==> config.mk <==
export PLATFORM = sky130hd
export DESIGN_NAME = alu_arbiter_flat
export DESIGN_NICKNAME = d
export VERILOG_FILES = /design/src/rtl/alu_pkg.sv /design/src/rtl/alu_arbiter_if.sv /design/src/rtl/rr_arbiter2.sv /design/src/rtl/alu_arbiter.sv /design/src/flat_wrapper.sv
export SDC_FILE = /design/constraint.sdc
export NUM_CORES = 1
export LEC_CHECK = 0
export BUFFER_PORTS_ARGS = -buffer_cell sky130_fd_sc_hd__buf_4
export CAP_MARGIN = 5
export CORE_UTILIZATION = 49
export CTS_BUF_LIST = sky130_fd_sc_hd__clkbuf_8
export DETAILED_ROUTE_END_ITERATION = 10
export GPL_TIMING_DRIVEN = 0
export HOLD_SLACK_MARGIN = 0.02
export PLACE_DENSITY_LB_ADDON = 0.12
export SETUP_SLACK_MARGIN = 0.2
export SYNTH_ARGS = -nofsm -noshare
export SYNTH_HDL_FRONTEND = slang
export SYNTH_SLANG_ARGS = --single-unit
==> constraint.sdc <==
create_clock -name CLK -period 2.05 [get_ports CLK]
set_input_delay 0.1025 -clock CLK [delete_from_list [all_inputs] [get_ports CLK]]
set_output_delay 0.1025 -clock CLK [all_outputs]
set_load 0.01 [all_outputs]
==> src/rtl/alu_pkg.sv <==
// Shared definitions for the ALU arbiter slice: datapath widths, the ALU
// opcode map, and the arbiter FSM state type.
package alu_pkg;

    localparam int unsigned DATA_W = 8;
    localparam int unsigned OP_W   = 3;
    localparam int unsigned CNT_W  = 4;   // holds SETTLE_CYCLES-1 for 1..15

    localparam logic [OP_W-1:0] OP_FWD = 3'b000;
    localparam logic [OP_W-1:0] OP_ADD = 3'b001;
    localparam logic [OP_W-1:0] OP_AND = 3'b010;
    localparam logic [OP_W-1:0] OP_OR  = 3'b011;

    typedef enum logic [1:0] {
        S_IDLE = 2'b00,
        S_BUSY = 2'b01,
        S_DONE = 2'b10
    } state_t;

endpackage

==> src/rtl/alu_arbiter_if.sv <==
// Handshake and ALU-drive bundle for alu_arbiter.
//   slave  : the arbiter's view (takes requests and ALU result, drives grants,
//            done pulses, captured results and the ALU inputs)
//   master : the surrounding datapath's view (requesters plus the ALU)
interface alu_arbiter_if;
    import alu_pkg::*;

    logic              REQ0, REQ1;
    logic [OP_W-1:0]   OP0, OP1;
    logic [DATA_W-1:0] A0, A1, B0, B1;
    logic              GNT0, GNT1;
    logic              DONE0, DONE1;
    logic [DATA_W-1:0] RES0, RES1;
    logic              ZF0, ZF1;
    logic [DATA_W-1:0] ALU_DATA1, ALU_DATA2;
    logic [OP_W-1:0]   ALU_SELECT;
    logic [DATA_W-1:0] ALU_RESULT;
    logic              ALU_ZERO;

    modport slave (
        input  REQ0, REQ1, OP0, OP1, A0, A1, B0, B1, ALU_RESULT, ALU_ZERO,
        output GNT0, GNT1, DONE0, DONE1, RES0, RES1, ZF0, ZF1,
               ALU_DATA1, ALU_DATA2, ALU_SELECT
    );

    modport master (
        output REQ0, REQ1, OP0, OP1, A0, A1, B0, B1, ALU_RESULT, ALU_ZERO,
        input  GNT0, GNT1, DONE0, DONE1, RES0, RES1, ZF0, ZF1,
               ALU_DATA1, ALU_DATA2, ALU_SELECT
    );

endinterface

==> src/rtl/rr_arbiter2.sv <==
// Combinational two-way round-robin pick.
//   req0_i, req1_i : requests
//   last_i         : port served most recently (owned by the parent)
//   valid_o        : at least one request present
//   win_o          : winning port index
module rr_arbiter2 (
    input  logic req0_i,
    input  logic req1_i,
    input  logic last_i,
    output logic valid_o,
    output logic win_o
);

    always_comb begin
        valid_o = req0_i | req1_i;
        // On a tie the port not served last wins; otherwise the lone requester.
        win_o   = (req0_i & req1_i) ? ~last_i : req1_i;
    end

endmodule

==> src/rtl/alu_arbiter.sv <==
// Shares one combinational 8-bit ALU between two requesters. The winner's
// opcode/operands are latched onto the ALU inputs and held for SETTLE_CYCLES
// edges, then RESULT/ZERO are captured into that port's RES/ZF and DONE pulses.
//   CLK, RESET_N : clock (rising edge), asynchronous active-low reset
//   bus          : request/grant/done handshake and ALU drive (slave view)
module alu_arbiter
    import alu_pkg::*;
#(
    parameter int unsigned SETTLE_CYCLES = 2
) (
    input  logic          CLK,
    input  logic          RESET_N,
    alu_arbiter_if.slave  bus
);

    localparam logic [CNT_W-1:0] CNT_INIT = CNT_W'(SETTLE_CYCLES - 1);

    state_t            state_q, state_d;
    logic              owner_q, owner_d;
    logic              last_q,  last_d;
    logic [CNT_W-1:0]  cnt_q,   cnt_d;
    logic [DATA_W-1:0] data1_q, data1_d;
    logic [DATA_W-1:0] data2_q, data2_d;
    logic [OP_W-1:0]   sel_q,   sel_d;
    logic [DATA_W-1:0] res0_q,  res0_d, res1_q, res1_d;
    logic              zf0_q,   zf0_d,  zf1_q,  zf1_d;
    logic              gnt0_q,  gnt0_d, gnt1_q, gnt1_d;
    logic              done0_q, done0_d, done1_q, done1_d;

    logic arb_valid, arb_win;

    rr_arbiter2 u_arb (
        .req0_i  (bus.REQ0),
        .req1_i  (bus.REQ1),
        .last_i  (last_q),
        .valid_o (arb_valid),
        .win_o   (arb_win)
    );

    always_comb begin
        state_d = state_q;
        owner_d = owner_q;
        last_d  = last_q;
        cnt_d   = cnt_q;
        data1_d = data1_q;
        data2_d = data2_q;
        sel_d   = sel_q;
        res0_d  = res0_q;
        res1_d  = res1_q;
        zf0_d   = zf0_q;
        zf1_d   = zf1_q;
        gnt0_d  = gnt0_q;
        gnt1_d  = gnt1_q;
        done0_d = 1'b0;
        done1_d = 1'b0;

        case (state_q)
            S_IDLE: begin
                if (arb_valid) begin
                    owner_d = arb_win;
                    sel_d   = arb_win ? bus.OP1 : bus.OP0;
                    data1_d = arb_win ? bus.A1  : bus.A0;
                    data2_d = arb_win ? bus.B1  : bus.B0;
                    cnt_d   = CNT_INIT;
                    gnt0_d  = ~arb_win;
                    gnt1_d  = arb_win;
                    state_d = S_BUSY;
                end
            end
            S_BUSY: begin
                if (cnt_q != '0) begin
                    cnt_d = cnt_q - CNT_W'(1);
                end else begin
                    if (owner_q) begin
                        res1_d  = bus.ALU_RESULT;
                        zf1_d   = bus.ALU_ZERO;
                        done1_d = 1'b1;
                    end else begin
                        res0_d  = bus.ALU_RESULT;
                        zf0_d   = bus.ALU_ZERO;
                        done0_d = 1'b1;
                    end
                    last_d  = owner_q;
                    state_d = S_DONE;
                end
            end
            S_DONE: begin
                gnt0_d  = 1'b0;
                gnt1_d  = 1'b0;
                state_d = S_IDLE;
            end
            default: begin
                gnt0_d  = 1'b0;
                gnt1_d  = 1'b0;
                state_d = S_IDLE;
            end
        endcase
    end

    always_ff @(posedge CLK or negedge RESET_N) begin
        if (!RESET_N) begin
            state_q <= S_IDLE;
            owner_q <= 1'b0;
            last_q  <= 1'b1;
            cnt_q   <= '0;
            data1_q <= '0;
            data2_q <= '0;
            sel_q   <= '0;
            res0_q  <= '0;
            res1_q  <= '0;
            zf0_q   <= 1'b0;
            zf1_q   <= 1'b0;
            gnt0_q  <= 1'b0;
            gnt1_q  <= 1'b0;
            done0_q <= 1'b0;
            done1_q <= 1'b0;
        end else begin
            state_q <= state_d;
            owner_q <= owner_d;
            last_q  <= last_d;
            cnt_q   <= cnt_d;
            data1_q <= data1_d;
            data2_q <= data2_d;
            sel_q   <= sel_d;
            res0_q  <= res0_d;
            res1_q  <= res1_d;
            zf0_q   <= zf0_d;
            zf1_q   <= zf1_d;
            gnt0_q  <= gnt0_d;
            gnt1_q  <= gnt1_d;
            done0_q <= done0_d;
            done1_q <= done1_d;
        end
    end

    assign bus.GNT0       = gnt0_q;
    assign bus.GNT1       = gnt1_q;
    assign bus.DONE0      = done0_q;
    assign bus.DONE1      = done1_q;
    assign bus.RES0       = res0_q;
    assign bus.RES1       = res1_q;
    assign bus.ZF0        = zf0_q;
    assign bus.ZF1        = zf1_q;
    assign bus.ALU_DATA1  = data1_q;
    assign bus.ALU_DATA2  = data2_q;
    assign bus.ALU_SELECT = sel_q;

endmodule

==> src/flat_wrapper.sv <==
// flat-port wrapper written by rule: the top's interface ports become plain ports
module alu_arbiter_flat import alu_pkg::*;
#(
    parameter int unsigned SETTLE_CYCLES = 2
)
  (CLK, RESET_N, bus_REQ0, bus_REQ1, bus_OP0, bus_OP1, bus_A0, bus_A1, bus_B0, bus_B1, bus_ALU_RESULT, bus_ALU_ZERO, bus_GNT0, bus_GNT1, bus_DONE0, bus_DONE1, bus_RES0, bus_RES1, bus_ZF0, bus_ZF1, bus_ALU_DATA1, bus_ALU_DATA2, bus_ALU_SELECT);
  alu_arbiter_if bus_i ();
  input  logic CLK;
  input  logic RESET_N;
  input wire logic [$bits(bus_i.REQ0)-1:0] bus_REQ0;
  input wire logic [$bits(bus_i.REQ1)-1:0] bus_REQ1;
  input wire logic [$bits(bus_i.OP0)-1:0] bus_OP0;
  input wire logic [$bits(bus_i.OP1)-1:0] bus_OP1;
  input wire logic [$bits(bus_i.A0)-1:0] bus_A0;
  input wire logic [$bits(bus_i.A1)-1:0] bus_A1;
  input wire logic [$bits(bus_i.B0)-1:0] bus_B0;
  input wire logic [$bits(bus_i.B1)-1:0] bus_B1;
  input wire logic [$bits(bus_i.ALU_RESULT)-1:0] bus_ALU_RESULT;
  input wire logic [$bits(bus_i.ALU_ZERO)-1:0] bus_ALU_ZERO;
  output wire logic [$bits(bus_i.GNT0)-1:0] bus_GNT0;
  output wire logic [$bits(bus_i.GNT1)-1:0] bus_GNT1;
  output wire logic [$bits(bus_i.DONE0)-1:0] bus_DONE0;
  output wire logic [$bits(bus_i.DONE1)-1:0] bus_DONE1;
  output wire logic [$bits(bus_i.RES0)-1:0] bus_RES0;
  output wire logic [$bits(bus_i.RES1)-1:0] bus_RES1;
  output wire logic [$bits(bus_i.ZF0)-1:0] bus_ZF0;
  output wire logic [$bits(bus_i.ZF1)-1:0] bus_ZF1;
  output wire logic [$bits(bus_i.ALU_DATA1)-1:0] bus_ALU_DATA1;
  output wire logic [$bits(bus_i.ALU_DATA2)-1:0] bus_ALU_DATA2;
  output wire logic [$bits(bus_i.ALU_SELECT)-1:0] bus_ALU_SELECT;
  assign bus_i.REQ0 = bus_REQ0;
  assign bus_i.REQ1 = bus_REQ1;
  assign bus_i.OP0 = bus_OP0;
  assign bus_i.OP1 = bus_OP1;
  assign bus_i.A0 = bus_A0;
  assign bus_i.A1 = bus_A1;
  assign bus_i.B0 = bus_B0;
  assign bus_i.B1 = bus_B1;
  assign bus_i.ALU_RESULT = bus_ALU_RESULT;
  assign bus_i.ALU_ZERO = bus_ALU_ZERO;
  assign bus_GNT0 = bus_i.GNT0;
  assign bus_GNT1 = bus_i.GNT1;
  assign bus_DONE0 = bus_i.DONE0;
  assign bus_DONE1 = bus_i.DONE1;
  assign bus_RES0 = bus_i.RES0;
  assign bus_RES1 = bus_i.RES1;
  assign bus_ZF0 = bus_i.ZF0;
  assign bus_ZF1 = bus_i.ZF1;
  assign bus_ALU_DATA1 = bus_i.ALU_DATA1;
  assign bus_ALU_DATA2 = bus_i.ALU_DATA2;
  assign bus_ALU_SELECT = bus_i.ALU_SELECT;
  alu_arbiter #(.SETTLE_CYCLES(SETTLE_CYCLES)) u_core (.CLK(CLK), .RESET_N(RESET_N), .bus(bus_i));
endmodule
# Yosys cells after proc, flatten, opt, wreduce, memory -nomap -nowiden
# Index checks and enable logic that the tools add are counted.
[totals]
ff_bits = 49
input_bits = 51
[op_classes]
n_addsub = 1
n_eq_ne = 4
muxes = 20
bitwise_logic = 7
n_reduce_logical = 10
[op_table]
columns = ["cell", "count"]
rows = [
  ["two-way mux 8 bit", 2],
  ["two-way mux 1 bit", 9],
  ["AND reduction 3 bit", 3],
  ["two-way mux 4 bit", 2],
  ["case mux 4 bit (2 select lines)", 1],
  ["AND reduction 2 bit", 4],
  ["NOT 1 bit", 5],
  ["two-way mux 2 bit", 2],
  ["!= test 2 x 1 -> 1 bit, second input constant", 2],
  ["case mux 1 bit (2 select lines)", 2],
  ["case mux 2 bit (2 select lines)", 1],
  ["nonzero test 4 bit", 1],
  ["subtractor 4 x 1 -> 4 bit, second input constant", 1],
  ["two-way mux 3 bit", 1],
  ["== test 2 x 1 -> 1 bit, second input constant", 1],
  ["logical NOT 2 bit", 1],
  ["!= test 2 bit, second input constant", 1],
  ["nonzero test 2 bit", 1],
  ["AND 1 bit", 1],
  ["OR 1 bit", 1],
]

# Logic depth before layout (Yosys ltp)
# Gate-level depths: netlist of run 1.
[logic_depth]
ltp_word = 5
mapped_depth = 6
mapped_depth_nobuf = 5

# Hierarchy
# From an unflattened synthesis of run 1, not the netlist that was laid out.
[hier_totals]
hier_cells = 174
area_unflattened_um2 = 2158.3
[modules_own_cells]
columns = ["module", "n_inst", "cells_each", "area_each_um2", "seq_area_each_um2"]
rows = [
  ["alu_arbiter", 1, 172, 2144.6, 1227.4],
  ["rr_arbiter2", 1, 2, 13.8, 0.0],
]

# Least setup slack after synthesis of run 1
# Ideal clock, no wire load.
[synth_timing]
path_type = "reg2reg"
start = "register u_core.cnt_q[0]"
end = "register u_core.res1_q[1] (netlist: u_core.bus.RES1[1])"
setup_ns = 0.125
arrival_time_ns = 1.343
required_time_ns = 1.925
setup_slack_ns = 0.582
stages_incl_launch_ff = 6
path_buffers = 1
period_less_slack_ns = 1.468
path_cell_list = "dfrtp_1 > inv_1 > ha_1 > and4_4 > buf_12 > mux2_4"
[synth_between]
elab_chain_cells = 3
[synth_rtl]
columns = ["item", "line_no", "rtl"]
rows = [
  ["start, declared", "alu_arbiter.sv:21", "logic [CNT_W-1:0] cnt_q, cnt_d;"],
  ["start signal, assigned", "alu_arbiter.sv:121", "cnt_q <= cnt_d;"],
  ["nonzero test 4 bit", "alu_arbiter.sv:71", "if (cnt_q != '0) begin"],
  ["NOT 1 bit (no source line)", "--", ""],
  ["AND reduction 3 bit (no source line)", "--", ""],
  ["end signal, assigned", "alu_arbiter.sv:126", "res1_q <= res1_d;"],
  ["end, declared", "alu_arbiter.sv:25", "logic [DATA_W-1:0] res0_q, res0_d, res1_q, res1_d;"],
]
# No other way between the ends.
# A chain may end at the register's enable or synchronous reset.

# Final worst setup path of run 1
[layout_timing]
start = "register u_core.cnt_q[0]"
end = "register u_core.cnt_q[0]"
[layout_between]
elab_chain_cells = 3
word_cells_on_any_way = 6
cone_classes = "add/sub: 1; eq/ne: 1; mux: 2; reduce/logical: 2"
[layout_rtl]
columns = ["item", "line_no"]
rows = [
  ["subtractor 4 x 1 -> 4 bit / nonzero test 4 bit (equally long branches)", "alu_arbiter.sv:72, alu_arbiter.sv:71"],
  ["two-way mux 4 bit / != test 2 x 1 -> 1 bit (equally long branches)", "--"],
  ["case mux 4 bit (2 select lines) / AND reduction 3 bit (equally long branches)", "--"],
]
# Several ways; a longest one is shown, not always the timed one. The select of a mux whose other input is x is not followed.

==> impl_metrics.csv, run 1 <==
group,metric,value,unit
status,status,"finished clean",
timing,setup_ws,0.410,ns
route,wirelength,4920,microns
worst_setup_path,r2r_start,"u_core.cnt_q[0]",
timing,worst_pin_slew,0.627,ns
placement,gp_congestion,0.804,
yosys,ys_ff_latch,49,
global_route,use_met3,0.0477,
job,cap_violations,0,
yosys,synth_seq_area_share,0.564,
hold_path,hold_path.class,"in -> reg",
pwr,internal_power,3.11,mW
global_route,grt_max_degree,50,
floorplan,die_y,68.7,microns
worst_setup_path,arrival,1.82,ns
hold_path,hold_path_startpoint,"bus_B0[0]",
global_route,antenna_found_initial,0,
timing,clock_skew,0.00870,ns
yosys,synth_most_common_cell,"dfrtp_1",
cells_and_area,area_growth,40.2,%
timing,finalSetupTns,0,ns
cells_and_area,drive_gt1_frac,0.468,
route,final_antenna_net_count,0,
worst_setup_path,crit_path_end_kind,"flop",
timing,max_freq,610,MHz
clock_tree,h-tree-depth,2,
timing,slew_headroom,0.582,
global_route,grt_pass1_vias,1596,
clock_tree,cts_hold_buf,1,
clock_tree,path_clk_slew,0.09,ns
yosys,synthArstFlopShare,1.00,
clock_tree,root_buffer,"clkbuf_8",
pwr,clockPowerShare,0.152,
yosys,yosysTopAreaCellShare,0.552,
pwr,p_sw,1.57,mW
cells_and_area,antenna_cells,0,
worst_setup_path,startpoint_type,"flop",
pwr,switching_share,0.335,
global_route,grt_pass1_wl,7360,microns
global_route,gr-total-overflow,0,
worst_setup_path,worstPathRequired,2.23,ns
floorplan,initial_utilization,0.525,
worst_setup_path,critical_path.startpoint,"u_core.cnt_q[0]",
timing,setup_viol,0,
route,avgViaCountPerCell,5.38,
pwr,p_leak,1.52,nW
placement,dp_hpwl,3480,microns
clock_tree,cts_setup_buffers,0,
clock_tree,cts.path.max_buffers,2,
yosys,ys_warn_count,0,
global_route,met2_usage,0.344,
clock_tree,cts_tree,"yes",
route,drtPass1Iterations,4,
yosys,synth_ff_type,"dfrtp_1",
pwr,power_frac_seq,0.369,
worst_setup_path,critical_path_class,"reg -> reg",
clock_tree,cts-buffers-inserted,5,
route,routedWlPerCell,15.0,microns
global_route,use_met1,0.287,
clock_tree,clk_latency,0.30,ns
pwr,ir_worst_vdd,0.954,mV
timing,hold_viol,0,
clock_tree,cts_sinks,49,
placement,place_ws,0.428,ns
clock_tree,postCtsResizedCells,0,
yosys,syn-num-nets,231,
cells_and_area,nets,330,
floorplan,dieArea,0.00471,sq mm
yosys,synth-edff-count,0,
yosys,yosysTopAreaCell,"dfrtp_1",
timing,finalCritPeriodShare,0.800,
yosys,ys_types,33,
floorplan,pin_count,92,
timing,maxSlewViolCount,0,
route,drc,0,
yosys,synth.avg_cell_area,12.2,sq um
floorplan,rows,23,
route,vias,1766,
pwr,pwr-share-comb,0.478,
pwr,power_density,1530,mW/mm^2
global_route,track_usage,0.212,
global_route,busiest_layer,"met2",
yosys,syn_inst,178,
timing,min_period,1.64,ns
placement,io_buffer_count,91,
yosys,yosys-top-cells-count,"48 x dfrtp_1, 22 x nor2_1, 19 x a221o_1, 19 x nand2_1, 11 x mux2_2",
worst_setup_path,path_max_fanout,4,
timing,rsz0062_at_grt,"false",
yosys,yosys-top-cells-area,"dfrtp_1 55%, a221o_1 8.7%, mux2_2 5.7%, mux2_4 5.5%, nor2_1 3.8%",
yosys,syn_area,0.00218,sq mm
floorplan,die_x,68.7,microns
floorplan,core_area,0.00414,sq mm
route,drtIter0Drc,114,
## placed cells by master (no fill, tap or decap), types with 2 or more instances in the layout
| master | instances |
|---|---|
| o221ai_1 | 2 |
| dfrtp_1 | 48 |
| nand2_1 | 19 |
| nor2_1 | 22 |
| clkbuf_8 | 6 |
| nand2b_1 | 3 |
| a21oi_1 | 3 |
| a221o_1 | 19 |
| a211o_1 | 2 |
| nor3_1 | 2 |
| buf_6 | 4 |
| o21ai_0 | 5 |
| clkbuf_1 | 3 |
| ha_1 | 2 |
| inv_1 | 8 |
| buf_4 | 92 |
| mux2_4 | 8 |
| mux2_2 | 11 |
## stage by stage
stage / power (mW) / util / hold slack [ns] / std cells / cell area, sq um
global placement: 3.93 / 0.705 / 0.157 / 319 / 2920
floorplan: 3.04 / - / -0.193 / 178 / 2180
finish: 4.68 / 0.737 / 0.0286 / 328 / 3050
global route: 4.99 / 0.737 / 0.0250 / 328 / 3050
CTS: 4.72 / 0.737 / 0.0261 / 328 / 3050
detailed placement: 3.99 / 0.705 / 0.158 / 319 / 2920
## power by group through the flow
| stage | combinational (mW) | clock [mW] | sequential, mW |
|---|---|---|---|
| 3_5_place_dp | 2.25 | 0 | 1.74 |
| 3_3_place_gp | 2.21 | 0 | 1.73 |
| 6_report | 2.24 | 0.712 | 1.73 |
| 5_1_grt | 2.43 | 0.765 | 1.80 |
| 4_1_cts | 2.26 | 0.725 | 1.73 |
| 2_1_floorplan | 1.15 | 0 | 1.89 |
## kinds of logic (layout without fill, tap and decap cells)
| logic type | Yosys count | after routing | synth area share |
|---|---|---|---|
| buf+inv | 18 | 118 | 0.0546 |
| compound gates | 35 | 35 | 0.134 |
| simple gates | 54 | 54 | 0.120 |
| mux | 19 | 19 | 0.112 |
| flops | 49 | 49 | 0.564 |
| fa+ha+maj | 2 | 2 | 0.0115 |
| xor+xnor | 1 | 1 | 0.00402 |
## critical path, cell delays in order, from the launching register on
cell,delay [ns]
dfrtp_1,0.38
inv_1,0.10
ha_1,0.26
nor3b_1,0.33
o22ai_1,0.17
mux2_2,0.28
## final timing paths
check                                                to  slack [ns]  cells past startpoint
worst max-delay path                    u_core.cnt_q[0]        0.41                      5
worst min-delay path            u_core.bus.ALU_DATA2[0]        0.03                      2
worst max register to register          u_core.cnt_q[0]        0.41                      5
worst min register to register       u_core.bus.RES0[0]        0.51                      1
max in group asynchronous       u_core.bus.ALU_DATA2[7]        1.25                      2
min in group asynchronous                u_core.bus.ZF1        0.37                      2
## metal layers
layer  up-vias  wire, microns
met3         5            301
li1        834              -
met5         -              0
met4         0             26
met2        54           2360
met1       873           2230
## flip-flops by register name (all words and copies together) (netlist names)
register	count
u_core.bus.RES1	8
u_core.bus.DONE0	1
u_core.bus.ZF0	1
u_core.owner_q	1
u_core.bus.GNT1	1
u_core.bus.ALU_DATA1	8
u_core.bus.ZF1	1
u_core.state_q	2
u_core.bus.ALU_SELECT	3
u_core.bus.ALU_DATA2	8
u_core.cnt_q	4
u_core.bus.GNT0	1
u_core.bus.RES0	8
u_core.bus.DONE1	1
u_core.last_q	1
## layout make-up
type                    count  area [sq um]
plain buffers              10          88.8
clock buffers               6          82.6
clock inverters             2          37.5
fillers                   305          1090
inverters                   8          30.0
multi-input cells         111           831
flip-flops and latches     49          1230
well taps                  50          62.6
repair buffers             92           693
(Power assumes the default switching activity.)
==> inputs of run 2 (changes only) <==
--- a/config.mk
+++ b/config.mk
@@ -7,7 +7,7 @@
 export LEC_CHECK = 0
 export BUFFER_PORTS_ARGS = -buffer_cell sky130_fd_sc_hd__buf_4
 export CAP_MARGIN = 5
-export CORE_UTILIZATION = 49
+export CORE_UTILIZATION = 44
 export CTS_BUF_LIST = sky130_fd_sc_hd__clkbuf_8
 export DETAILED_ROUTE_END_ITERATION = 10
 export GPL_TIMING_DRIVEN = 0
==> constraint.sdc (replaced) <==
create_clock -name CLK -period 1.35 [get_ports CLK]
set_input_delay 0.0675 -clock CLK [delete_from_list [all_inputs] [get_ports CLK]]
set_output_delay 0.0675 -clock CLK [all_outputs]
set_load 0.01 [all_outputs]
==> impl_metrics.csv, run 2 (synthesis results as in run 1) <==
group,metric,value,unit
worst_setup_path,path_max_fanout,5,
timing,clock_skew,0.00693,ns
clock_tree,root_buffer,"clkbuf_8",
placement,gp_congestion,0.780,
worst_setup_path,startpoint_type,"flop",
worst_setup_path,r2r_start,"u_core.state_q[0]",
timing,worst_pin_slew,0.627,ns
clock_tree,cts_tree,"yes",
cells_and_area,fin_util,0.824,
timing,rsz0062_at_grt,"true",
hold_path,hold_path_startpoint,"bus_A1[0]",
clock_tree,path_clk_slew,0.09,ns
cells_and_area,antenna_cells,0,
route,avgViaCountPerCell,5.19,
timing,finalCritPeriodShare,1.11,
timing,slew_headroom,0.582,
route,final_antenna_net_count,0,
job,cap_violations,0,
cells_and_area,final_common_cell,"buf_4",
floorplan,rows,25,
timing,setup_viol,35,
floorplan,core_area,0.00475,sq mm
global_route,grt_max_degree,50,
worst_setup_path,crit_slowest_cell,"dfrtp_1",
placement,io_buffer_count,91,
pwr,power_density,2250,mW/mm^2
worst_setup_path,cp_common_cell,"buf_6",
route,drtIter0Drc,82,
route,routedWlPerCell,16.7,microns
floorplan,dieArea,0.00523,sq mm
clock_tree,cts-buffers-inserted,5,
pwr,internal_power,5.61,mW
pwr,p_leak,1.85,nW
pwr,ir_worst_vdd,1.15,mV
worst_setup_path,crit_path_end_kind,"flop",
timing,max_freq,668,MHz
pwr,pwr-share-comb,0.597,
cells_and_area,area_growth,80.0,%
global_route,grt_pass1_wl,9630,microns
global_route,track_usage,0.244,
pwr,switching_share,0.365,
worst_setup_path,critical_path.startpoint,"u_core.state_q[0]",
worst_setup_path,cp_slowest_stage_delay,0.39,ns
floorplan,initial_utilization,0.458,
pwr,clockPowerShare,0.102,
timing,maxSlewViolCount,0,
worst_setup_path,cp_top_family,"buffers and inverters",
clock_tree,cts.path.max_buffers,2,
global_route,gr-total-overflow,0,
route,wirelength,6730,microns
worst_setup_path,worstPathCellList,"buf_6 -> buf_6 -> a211o_1 -> buf_6 -> buf_12 -> nor2_4 -> a221o_1",
placement,place_ws,-0.148,ns
floorplan,die_y,72.3,microns
pwr,power_frac_seq,0.301,
pwr,p_sw,3.22,mW
timing,hold_viol,0,
timing,min_period,1.50,ns
worst_setup_path,critical_path_class,"reg -> reg",
worst_setup_path,worstPathRequired,1.60,ns
route,drtPass1Iterations,4,
cells_and_area,layout_common_cells,"106 x buf_4, 45 x dfrtp_1, 29 x dlygate4sd3_1",
hold_path,hold_path.class,"in -> reg",
cells_and_area,nets,387,
floorplan,pin_count,92,
route,vias,2088,
global_route,antenna_found_initial,0,
clock_tree,clk_latency,0.31,ns
status,violations,"setup timing",
route,drc,0,
placement,dp_hpwl,3480,microns
cells_and_area,drive_gt1_frac,0.591,
clock_tree,cts_sinks,49,
floorplan,die_x,72.3,microns
worst_setup_path,critical_path_buf_inv_count,4,
global_route,grt_pass1_vias,2008,
clock_tree,h-tree-depth,2,
timing,setup_ws,-0.148,ns
worst_setup_path,arrival,1.75,ns
status,status,"finished with violations",
-- run 2: cell type report --
class / count / area [sq um]
Fill cell: 269 / 836
Multi-Input combinational cell: 112 / 1100
Tap cell: 67 / 83.8
Timing Repair Buffer: 148 / 1270
Buffer: 10 / 111
Sequential cell: 49 / 1230
Clock inverter: 3 / 22.5
Inverter: 8 / 30.0
Clock buffer: 5 / 68.8
-- run 2: repair_timing --
item | 4_1_cts | 5_1_grt
pin swaps | 17 | 11
hold buffers | 29 | 0
buffers inserted | 18 | 7
gates cloned | 4 | 0
gates resized for setup | 45 | 36
setup endpoints to repair | 44 | 46
endpoints found under the hold margin | 85 | 0
-- run 2: final timing paths --
kind	endpoint	slack (ns)	cells past startpoint
min	u_core.bus.ALU_DATA1[0]	0.09	4
min reg2reg	u_core.bus.RES0[0]	0.52	1
min in group asynchronous	u_core.bus.RES0[6]	0.32	2
max in group asynchronous	u_core.cnt_q[3]	0.57	2
max reg2reg	u_core.bus.ALU_SELECT[0]	-0.15	7
max	u_core.bus.ALU_SELECT[0]	-0.15	7
-- run 2: worst reg2reg max path: stages, from the launching register on --
cell,delay [ns]
dfrtp_1,0.39
buf_6,0.13
buf_6,0.11
a211o_1,0.31
buf_6,0.16
buf_12,0.14
nor2_4,0.10
a221o_1,0.11
-- run 2: stage by stage --
step / setup TNS [ns] / hold WS [ns] / power (mW) / instance area (sq um) / instances
floorplan: -0.380 / -0.228 / 4.71 / 2210 / 178
global placement: -1.53 / 0.123 / 6.09 / 2980 / 336
detailed placement: -1.82 / 0.128 / 6.16 / 2980 / 336
CTS: -2.08 / 0.0620 / 8.15 / 3730 / 395
global route: -4.75 / 0.106 / 9.26 / 3920 / 402
finish: -3.17 / 0.0940 / 8.82 / 3920 / 402
-- run 2: layer usage --
layer / up-vias / track usage / routed length (microns)
met5: - / 0 / 0
li1: 955 / - / -
met1: 1034 / 0.330 / 2830
met4: 0 / 0.0980 / 126
met2: 88 / 0.393 / 3460
met3: 11 / 0.0403 / 304
-- run 2: power by group through the flow --
stage	registers (mW)	logic, mW	clock network [mW]
2_1_floorplan	2.89	1.82	0
3_3_place_gp	2.65	3.44	0
3_5_place_dp	2.67	3.50	0
4_1_cts	2.62	4.63	0.896
5_1_grt	2.73	5.58	0.952
6_report	2.66	5.27	0.899
==> inputs of run 3 (changes only) <==
--- a/config.mk
+++ b/config.mk
@@ -7,7 +7,9 @@
 export LEC_CHECK = 0
 export BUFFER_PORTS_ARGS = -buffer_cell sky130_fd_sc_hd__buf_4
 export CAP_MARGIN = 5
-export CORE_UTILIZATION = 44
+export CELL_PAD_IN_SITES_DETAIL_PLACEMENT = 0
+export CELL_PAD_IN_SITES_GLOBAL_PLACEMENT = 1
+export CORE_UTILIZATION = 34
 export CTS_BUF_LIST = sky130_fd_sc_hd__clkbuf_8
 export DETAILED_ROUTE_END_ITERATION = 10
 export GPL_TIMING_DRIVEN = 0
==> impl_metrics.csv, run 3 (synthesis results as in run 1) <==
group,metric,value,unit
worst_setup_path,worstPathCellList,"inv_2 -> ha_4 -> and4_4 -> buf_12 -> mux2_4",
worst_setup_path,startpoint_type,"flop",
worst_setup_path,r2r_start,"u_core.cnt_q[1]",
cells_and_area,antenna_cells,0,
clock_tree,cts_tree,"yes",
route,drc,0,
worst_setup_path,cp_top_family,"flip-flops",
worst_setup_path,cp-endpoint,"u_core.bus.RES1[2]",
timing,max_freq,706,MHz
global_route,antenna_found_initial,0,
timing,fin_hold_ws,0.0782,ns
floorplan,dieArea,0.00673,sq mm
worst_setup_path,path_max_fanout,10,
worst_setup_path,crit_path_end_kind,"flop",
worst_setup_path,critical_path_buf_inv_count,2,
cells_and_area,layout.cells.non_filler,402,
route,drtIter0Drc,88,
cells_and_area,nets,379,
pwr,power_density,2180,mW/mm^2
floorplan,rows,28,
worst_setup_path,ff2ff_setup_slack,-0.07,ns
timing,slew_headroom,0.590,
pwr,p_leak,1.79,nW
route,wirelength,6070,microns
cells_and_area,fill_cells,493,
floorplan,die_x,82.0,microns
global_route,grt_pass1_wl,8780,microns
timing,min_period,1.42,ns
worst_setup_path,arrival,1.61,ns
worst_setup_path,critical_path.startpoint,"u_core.cnt_q[1]",
cells_and_area,seqCellArea,0.00123,sq mm
status,status,"finished with violations",
clock_tree,path_clk_slew,0.10,ns
cells_and_area,drive_gt1_frac,0.578,
placement,gp_congestion,0.709,
pwr,ir_worst_vdd,1.04,mV
worst_setup_path,cp.depth,5,
cells_and_area,area_growth,74.9,%
clock_tree,clk_latency,0.30,ns
timing,hold_viol,0,
clock_tree,cts-buffers-inserted,5,
route,routedWlPerCell,15.1,microns
timing,rsz0062_at_grt,"true",
floorplan,pin_count,92,
global_route,grt_pass1_vias,1841,
route,final_antenna_net_count,0,
cells_and_area,multi_input_area,0.00107,sq mm
timing,maxSlewViolCount,0,
timing,worst_pin_slew,0.614,ns
status,violations,"setup timing",
clock_tree,h-tree-depth,2,
global_route,track_usage,0.174,
route,avgViaCountPerCell,4.86,
job,cap_violations,0,
hold_path,hold_path.class,"in -> reg",
timing,finalCritPeriodShare,1.05,
global_route,gr-total-overflow,0,
floorplan,initial_utilization,0.359,
worst_setup_path,cp_slowest_stage_delay,0.40,ns
placement,dp.cells,344,
worst_setup_path,critical_path_class,"reg -> reg",
worst_setup_path,rr_worst_depth,5,
route,vias,1955,
placement,dp_hpwl,3660,microns
floorplan,core_area,0.00606,sq mm
timing,finalSetupTns,-1.14,ns
clock_tree,root_buffer,"clkbuf_8",
clock_tree,cts_sinks,49,
placement,place_ws,-0.157,ns
floorplan,die_y,82.0,microns
timing,setup_ws,-0.0671,ns
timing,setup_viol,38,
worst_setup_path,crit_slowest_cell,"dfrtp_1",
timing,clock_skew,0.00893,ns
placement,io_buffer_count,91,
worst_setup_path,reg2reg_to,"u_core.bus.RES1[2]",
cells_and_area,layout_common_cells,"107 x buf_4, 45 x dfrtp_1, 29 x dlygate4sd3_1",
clock_tree,cts.path.max_buffers,2,
route,drtPass1Iterations,4,
global_route,grt_max_degree,50,
worst_setup_path,worstPathRequired,1.54,ns
pwr,power,8.29,mW
cells_and_area,final_common_cell,"buf_4",
-- run 3: cell types whose count changed in the layout (fill, tap and decap cells not counted), moves of 2 or more --
cell / before / now
nor2_2: 5 / 3
clkbuf_8: 5 / 7
clkinv_2: 0 / 2
o21ai_1: 3 / 1
mux2_2: 4 / 11
nor2_4: 15 / 18
mux2_4: 15 / 8
buf_6: 16 / 4
clkinvlp_4: 3 / 0
-- run 3: cell type report --
| type | instances | area share |
|---|---|---|
| clock inverters | 3 | 0.00361 |
| flip-flops and latches | 49 | 0.323 |
| well taps | 75 | 0.0246 |
| repair buffers | 140 | 0.310 |
| clock buffers | 5 | 0.0181 |
| multi-input cells | 112 | 0.282 |
| inverters | 8 | 0.00788 |
| plain buffers | 10 | 0.0306 |
-- run 3: metal layers --
metal	GRT usage	wire length, microns	vias up
li1	-	-	932
met1	0.227	2800	952
met2	0.280	2890	61
met3	0.0411	303	10
met4	0.0614	84	0
met5	0	0	-
-- run 3: how the worst min path moves through the flow --
stage,from,to,slack (ns),cells after the start
2_1_floorplan,RESET_N,u_core.bus.ALU_DATA1[0],-0.23,0
3_3_place_gp,RESET_N,u_core.bus.DONE0,0.14,1
3_5_place_dp,RESET_N,u_core.bus.DONE0,0.14,1
4_1_cts,bus_REQ0,u_core.bus.GNT0,0.07,3
5_1_grt,bus_REQ0,u_core.bus.GNT0,0.12,3
6_report,bus_REQ0,u_core.bus.GNT0,0.08,3
-- run 3: stage by stage --
step            util  cell area, sq um
2_1_floorplan      -              2210
3_3_place_gp   0.493              2990
3_5_place_dp   0.493              2990
4_1_cts        0.597              3620
5_1_grt        0.628              3810
6_report       0.628              3810
-- run 3: what timing repair did --
action / in CTS / in global routing
buffers inserted: 11 / 6
gates cloned: 2 / 2
endpoints found under the hold margin: 85 / 0
hold buffers: 29 / 0
pin swaps: 3 / 12
endpoints found under the setup margin: 44 / 46
gates resized for setup: 36 / 24
-- run 3: worst register-to-register path: cells and delay by family, from the launching register on --
kind                       cells  cell delay [ns]
adders and majority gates      1             0.14
buffers and inverters          2             0.22
and+or+nand+nor                1             0.24
muxes                          1             0.30
DFF                            1             0.40
-- run 3: report_power, final --
group,total [mW],internal [mW],switching (mW)
sequential,2.63,2.20,0.432
clock,0.856,0.353,0.503
combinational,4.80,2.74,2.05
